File: src/rtl/lzx_seq_pkg.sv
// Shared types and the fixed 8-step test program for the dual D-FF sequencer.
// Program rows are {action, D1, EXP1}; channel 2 is derived from channel 1.
package lzx_seq_pkg;

  typedef enum logic [2:0] {
    S_IDLE,
    S_SETUP,
    S_PULSE,
    S_SETTLE,
    S_CHECK,
    S_FIN
  } state_t;

  typedef enum logic [1:0] {
    ACT_CLR,
    ACT_PRE,
    ACT_CLK,
    ACT_BOTH
  } action_t;

  localparam int NUM_STEPS = 8;

  typedef struct packed {
    action_t act;
    logic    d1;
    logic    exp1;
  } step_t;

  function automatic step_t prog_step(input logic [2:0] idx);
    step_t s;
    case (idx)
      3'd0:    s = '{act: ACT_CLR,  d1: 1'b0, exp1: 1'b0};
      3'd1:    s = '{act: ACT_PRE,  d1: 1'b0, exp1: 1'b1};
      3'd2:    s = '{act: ACT_CLK,  d1: 1'b0, exp1: 1'b0};
      3'd3:    s = '{act: ACT_CLK,  d1: 1'b1, exp1: 1'b1};
      3'd4:    s = '{act: ACT_CLK,  d1: 1'b1, exp1: 1'b1};
      3'd5:    s = '{act: ACT_CLK,  d1: 1'b0, exp1: 1'b0};
      3'd6:    s = '{act: ACT_BOTH, d1: 1'b0, exp1: 1'b1};
      default: s = '{act: ACT_CLR,  d1: 1'b0, exp1: 1'b0};
    endcase
    return s;
  endfunction

  function automatic action_t prog_act(input logic [2:0] idx);
    step_t s;
    s = prog_step(idx);
    return s.act;
  endfunction

  function automatic logic prog_d1(input logic [2:0] idx);
    step_t s;
    s = prog_step(idx);
    return s.d1;
  endfunction

  function automatic logic prog_exp1(input logic [2:0] idx);
    step_t s;
    s = prog_step(idx);
    return s.exp1;
  endfunction

  // Channel 2 sees inverted data/expectation only on clocked steps.
  function automatic logic chan2(input action_t act, input logic v);
    return (act == ACT_CLK) ? ~v : v;
  endfunction

endpackage

File: src/rtl/lzx_seq_timer.sv
// 4-bit loadable down-counter with zero flag; times both PULSE and SETTLE.
module lzx_seq_timer (
  input  logic       i_clk,
  input  logic       i_rst,
  input  logic       i_load,
  input  logic [3:0] i_val,
  output logic       o_zero
);

  logic [3:0] r_cnt;

  always_ff @(posedge i_clk or posedge i_rst) begin
    if (i_rst)
      r_cnt <= 4'd0;
    else if (i_load)
      r_cnt <= i_val;
    else if (r_cnt != 4'd0)
      r_cnt <= r_cnt - 4'd1;
  end

  assign o_zero = (r_cnt == 4'd0);

endmodule

File: src/rtl/lzx_dff_pair_sequencer.sv
// Drives a dual D-FF through a fixed 8-step program and checks Q/Q_N per step.
// Optional macro LZX_SEQ_STOP_ON_ERR_EN: finish at the first mismatching CHECK.
module lzx_dff_pair_sequencer
  import lzx_seq_pkg::*;
#(
  parameter int PULSE_W  = 2,
  parameter int SETTLE_W = 2,
  parameter int ERR_W    = 5
) (
  input  logic             i_clk,
  input  logic             i_rst,
  input  logic             i_start,
  input  logic             i_q1,
  input  logic             i_q_n1,
  input  logic             i_q2,
  input  logic             i_q_n2,
  output logic             o_sd1,
  output logic             o_rd1,
  output logic             o_sd2,
  output logic             o_rd2,
  output logic             o_clk1,
  output logic             o_clk2,
  output logic             o_d1,
  output logic             o_d2,
  output logic             o_busy,
  output logic             o_done,
  output logic             o_pass,
  output logic [ERR_W-1:0] o_err_cnt,
  output logic [2:0]       o_step
);

  state_t           r_state;
  logic             r_sd, r_rd, r_clk, r_d1, r_d2;
  logic             r_busy, r_done, r_pass;
  logic [ERR_W-1:0] r_err;
  logic [2:0]       r_step;

  logic             w_load, w_zero, w_stop, w_last;
  logic [3:0]       w_load_val;
  action_t          w_act, w_nact;
  logic             w_exp1, w_exp2, w_mm1, w_mm2;
  logic [1:0]       w_mm_cnt;
  logic [ERR_W:0]   w_sum;
  logic [ERR_W-1:0] w_err_next;
  logic [2:0]       w_nidx;
  logic             w_nd1;

  assign w_load     = (r_state == S_SETUP) || ((r_state == S_PULSE) && w_zero);
  assign w_load_val = (r_state == S_SETUP) ? 4'(PULSE_W - 1) : 4'(SETTLE_W - 1);

  lzx_seq_timer u_timer (
    .i_clk  (i_clk),
    .i_rst  (i_rst),
    .i_load (w_load),
    .i_val  (w_load_val),
    .o_zero (w_zero)
  );

  assign w_act  = prog_act(r_step);
  assign w_exp1 = prog_exp1(r_step);
  assign w_exp2 = chan2(w_act, w_exp1);
  assign w_nidx = r_step + 3'd1;
  assign w_nact = prog_act(w_nidx);
  assign w_nd1  = prog_d1(w_nidx);
  assign w_last = (r_step == 3'(NUM_STEPS - 1));

  assign w_mm1    = (i_q1 != w_exp1) || (i_q_n1 != ~w_exp1);
  assign w_mm2    = (i_q2 != w_exp2) || (i_q_n2 != ~w_exp2);
  assign w_mm_cnt = {1'b0, w_mm1} + {1'b0, w_mm2};
  assign w_sum    = {1'b0, r_err} + {{(ERR_W - 1){1'b0}}, w_mm_cnt};
  // Saturate rather than wrap so a large count never reads as a pass.
  assign w_err_next = w_sum[ERR_W] ? {ERR_W{1'b1}} : w_sum[ERR_W-1:0];

`ifdef LZX_SEQ_STOP_ON_ERR_EN
  assign w_stop = (w_mm_cnt != 2'd0);
`else
  assign w_stop = 1'b0;
`endif

  always_ff @(posedge i_clk or posedge i_rst) begin
    if (i_rst) begin
      r_state <= S_IDLE;
      r_sd    <= 1'b1;
      r_rd    <= 1'b1;
      r_clk   <= 1'b0;
      r_d1    <= 1'b0;
      r_d2    <= 1'b0;
      r_busy  <= 1'b0;
      r_done  <= 1'b0;
      r_pass  <= 1'b0;
      r_err   <= '0;
      r_step  <= 3'd0;
    end else begin
      case (r_state)
        S_IDLE, S_FIN: begin
          if (i_start) begin
            r_err   <= '0;
            r_done  <= 1'b0;
            r_pass  <= 1'b0;
            r_step  <= 3'd0;
            r_busy  <= 1'b1;
            r_d1    <= prog_d1(3'd0);
            r_d2    <= chan2(prog_act(3'd0), prog_d1(3'd0));
            r_state <= S_SETUP;
          end
        end
        S_SETUP: begin
          case (w_act)
            ACT_CLR:  r_rd  <= 1'b0;
            ACT_PRE:  r_sd  <= 1'b0;
            ACT_CLK:  r_clk <= 1'b1;
            default: begin
              r_sd <= 1'b0;
              r_rd <= 1'b0;
            end
          endcase
          r_state <= S_PULSE;
        end
        S_PULSE: begin
          if (w_zero) begin
            r_sd    <= 1'b1;
            r_rd    <= 1'b1;
            r_clk   <= 1'b0;
            r_state <= S_SETTLE;
          end
        end
        S_SETTLE: begin
          if (w_zero)
            r_state <= S_CHECK;
        end
        S_CHECK: begin
          r_err <= w_err_next;
          if (w_last || w_stop) begin
            r_busy  <= 1'b0;
            r_done  <= 1'b1;
            r_pass  <= (w_err_next == '0);
            r_d1    <= 1'b0;
            r_d2    <= 1'b0;
            r_state <= S_FIN;
          end else begin
            r_step  <= w_nidx;
            r_d1    <= w_nd1;
            r_d2    <= chan2(w_nact, w_nd1);
            r_state <= S_SETUP;
          end
        end
        default: r_state <= S_IDLE;
      endcase
    end
  end

  // Both channels share one set of pulse registers so they stay in lock-step.
  assign o_sd1     = r_sd;
  assign o_sd2     = r_sd;
  assign o_rd1     = r_rd;
  assign o_rd2     = r_rd;
  assign o_clk1    = r_clk;
  assign o_clk2    = r_clk;
  assign o_d1      = r_d1;
  assign o_d2      = r_d2;
  assign o_busy    = r_busy;
  assign o_done    = r_done;
  assign o_pass    = r_pass;
  assign o_err_cnt = r_err;
  assign o_step    = r_step;

endmodule

File: config.mk
export PLATFORM = sky130hd
export DESIGN_NAME = lzx_dff_pair_sequencer
export DESIGN_NICKNAME = d
export VERILOG_FILES = /design/src/rtl/lzx_seq_pkg.sv /design/src/rtl/lzx_seq_timer.sv /design/src/rtl/lzx_dff_pair_sequencer.sv
export SDC_FILE = /design/constraint.sdc
export NUM_CORES = 1
export LEC_CHECK = 0
export CORE_AREA = 4 4 59 71
export DETAILED_ROUTE_END_ITERATION = 8
export DIE_AREA = 0 0 63 75
export PLACE_DENSITY = 0.76
export SLEW_MARGIN = 20
export SYNTH_ARGS = -nofsm -noshare
export SYNTH_HDL_FRONTEND = slang
export SYNTH_SLANG_ARGS = --single-unit
File: constraint.sdc
create_clock -name i_clk -period 3.45 [get_ports i_clk]
set_input_delay 0.69 -clock i_clk [delete_from_list [all_inputs] [get_ports i_clk]]
set_output_delay 0.69 -clock i_clk [all_outputs]
set_load 0.03 [all_outputs]
==> flow_summary_export.csv <==
group,metric,value,unit
yosys,synth_cell_type_count,44,
floorplan,ioPinCount,26,
floorplan,core_area,3573,um2
clock_tree,root_buffer,"clkbuf_8",
power,swShare,0.4267,
setup_path,criticalPathCategory,"reg -> reg",
hold_path,worstHoldPathType,"reg -> reg",
yosys,yosysWarningCount,0,
setup_path,critical-path-top-delay-family,"adder cells",
yosys,synth.area.top_cells,"dfrtp_1, ha_1, o21ai_0, a21oi_1, dfstp_2",
clock_tree,cts_max_path_buffers,2,
routing,drc,0,
yosys,synth.avg_cell_area,9.304,um2
setup_path,crit_required,3.60,ns
final_layout,fin_util,0.5130,
setup_path,worstPathArrival,3.25,ns
final_layout,area_growth,19.40,%
timing,finalSetupTns,0,ns
floorplan,rows,24,
yosys,synthTopCellsByCount,"dfrtp_1, o21ai_0, inv_1, ha_1, a21oi_1",
grt,track_usage,0.1375,
routing,postRouteAntennaNets,0,
timing,timing.hold.ws,0.4995,ns
final_layout,num_antenna_cells,0,
setup_path,end_kind,"register",
clock_tree,cts_sinks,23,
clock_tree,clk_pin_slew,0.08,ns
yosys,synth_top_area_share,0.3423,
placement,pre_cts_ws,0.3728,ns
power,p_sw,0.5375,mW
timing,worst_pin_slew,0.8915,ns
placement,place_area,1788,um2
yosys,synth_most_common_cell,"dfrtp_1",
timing,max_freq,322.4,MHz
setup_path,crit_top_cell,"ha_1",
floorplan,die_h,75,um
placement,port_buffers,25,
yosys,postSynthNetCount,185,
clock_tree,h-tree-depth,1,
power,power.share.sequential,0.360,
final_layout,final_area,1833,um2
power,combPwrFrac,0.507,
routing,viasPerCell,5.533,
placement,placed_cells,221,
setup_path,slowest_stage,"dfrtp_1",
timing,setup_viol,0,
final_layout,drive_gt1_frac,0.06989,
yosys,synth_top_cell_by_area,"dfrtp_1",
timing,rsz0062_at_grt,"false",
routing,drt-total-wl,3.087,mm
clock_tree,cts_hold_buf,0,
yosys,synth-seq-cells,23,
floorplan,dieArea,4725,um2
yosys,synthArstFlopShare,1.000,
power,power.total,1.260,mW
placement,hpwl,2.358,mm
yosys,synth-seq-area-share,0.3765,
grt,antenna_found_initial,0,
setup_path,cp_cell_sequence,"inv_1 -> ha_1 -> nor2_1 -> a21oi_1 -> or2_2 -> ha_1 -> xnor2_1 -> mux2i_1 -> fa_1 -> inv_1 -> ha_1 -> nand3b_1 -> o21ai_0 -> a32oi_1 -> o21ai_0",
final_layout,final_nets,207,
yosys,synth_flop_cell,"dfrtp_1",
setup_path,r2r_cells,15,
timing,slew_viol_final,0,
timing,relSlewSlack,0.4050,
final_layout,fillers,327,
grt,grt_max_degree,24,
status,outcome,"completed",
clock_tree,clk_latency,0.26,ns
setup_path,cp.depth,15,
timing,min_period,3.102,ns
power,pwr-share-clk,0.133,
timing,setup_ws,0.3482,ns
timing,final_hold_viol_count,0,
yosys,syn_inst,165,
power,irDropWorstVdd,0.3964,mV
timing,finClkSkew,0.006021,ns
clock_tree,cts_tree,"built",
clock_tree,postCtsResizedCells,0,
power,internal_power,0.7221,mW
setup_path,cpPeakStageDelay,0.50,ns
hold_path,hold_depth,2,
floorplan,initial_core_util,0.4296,
power,powerDensity,687.2,nW/um2
timing,period_share,0.8991,
floorplan,die_w,63,um
flow_run,drv_cap,0,
yosys,synth_edf_count,0,
routing,wl_per_cell,13.72,um
power,p_leak,0.7783,nW
grt,grt_pass1_wl,5.223,mm
setup_path,crit_buf_inv,2,
yosys,syn-cell-area,1535,um2
clock_tree,post_cts_buffers,0,
final_layout,final_cells,225,
grt,grt-ovfl-total,0,
grt,grt_pass1_vias,1162,
routing,vias,1245,
setup_path,cp_max_fo,7,
clock_tree,cts_buffers,3,
routing,drt_iter0_markers,28,
routing,first_pass_iters,4,
placement,gp_congestion,0.8459,
setup_path,startpoint_type,"register",
worst paths after layout:
path / slack, ns / to / startpoint
max: 0.35 / o_pass / o_step[0]
min: 0.50 / o_sd1 / o_sd1
max reg2reg: 0.35 / o_pass / o_step[0]
min reg2reg: 0.50 / o_sd1 / o_sd1
max in group asynchronous: 1.99 / o_clk1 / i_rst
min in group asynchronous: 0.91 / o_step[1] / i_rst
layout make-up:
type	count	area [um2]	area share
Clock buffer	4	45.04	0.02457
Inverter	15	56.30	0.03072
Multi-Input combinational cell	119	854.6	0.4662
Sequential cell	23	578.1	0.3154
Tap cell	39	48.80	0.02662
Timing Repair Buffer	25	250.2	0.1365
logic make-up after synthesis:
group	after synthesis	synth area share
xor gates and xnor gates	4	0.02282
muxes	7	0.05053
and+or+nand+nor	52	0.2030
buffers and inverters	23	0.06682
AOI/OAI and AO/OA	43	0.1695
DFF	23	0.3765
adders and majority gates	13	0.1108
registers in the layout, summed over array words and instances (netlist names):
register	flops
r_state	3
o_pass	1
o_sd1	1
o_busy	1
o_step	3
u_timer.r_cnt	4
o_d2	1
o_done	1
o_rd1	1
o_err_cnt	5
o_d1	1
o_clk1	1
power by group through the flow:
stage          combinational (mW)  clock (mW)  sequential (mW)
3_3_place_gp                0.628           0            0.456
3_5_place_dp                0.643           0            0.459
4_1_cts                     0.646       0.175            0.453
2_1_floorplan               0.437           0            0.487
6_report                    0.639       0.167            0.453
5_1_grt                     0.706       0.188            0.471
layout by cell type, fill, tap and decap left out, types with 2 or more instances in the layout:
master           instances
a21oi_1                 11
mux2i_1                  4
mux2_2                   2
nand3_1                  3
a22o_1                   5
a31oi_1                  2
inv_1                   14
dfrtp_1                 21
dfstp_2                  2
o2bb2ai_1                2
nand2b_1                 8
clkdlybuf4s50_1         25
nor3b_1                  4
nor3_1                   5
nor2_1                   9
ha_1                    12
o21ai_0                 17
xnor2_1                  4
nand3b_1                 3
clkbuf_8                 3
nand2_1                  7
worst register-to-register path: stages, from the launching register on:
cell	delay, ns
dfrtp_1	0.50
inv_1	0.15
ha_1	0.23
nor2_1	0.11
a21oi_1	0.07
or2_2	0.28
ha_1	0.21
xnor2_1	0.20
mux2i_1	0.27
fa_1	0.24
inv_1	0.05
ha_1	0.24
nand3b_1	0.10
o21ai_0	0.08
a32oi_1	0.16
o21ai_0	0.09
metal layers:
| metal | track usage | routed length (um) | vias to the layer above |
|---|---|---|---|
| met5 | 0 | 0 | - |
| met4 | 0.07108 | 81 | 0 |
| met3 | 0.01791 | 90 | 9 |
| met2 | 0.2392 | 1540 | 31 |
| met1 | 0.1693 | 1374 | 589 |
| li1 | - | - | 616 |
(Power assumes the default switching activity.)
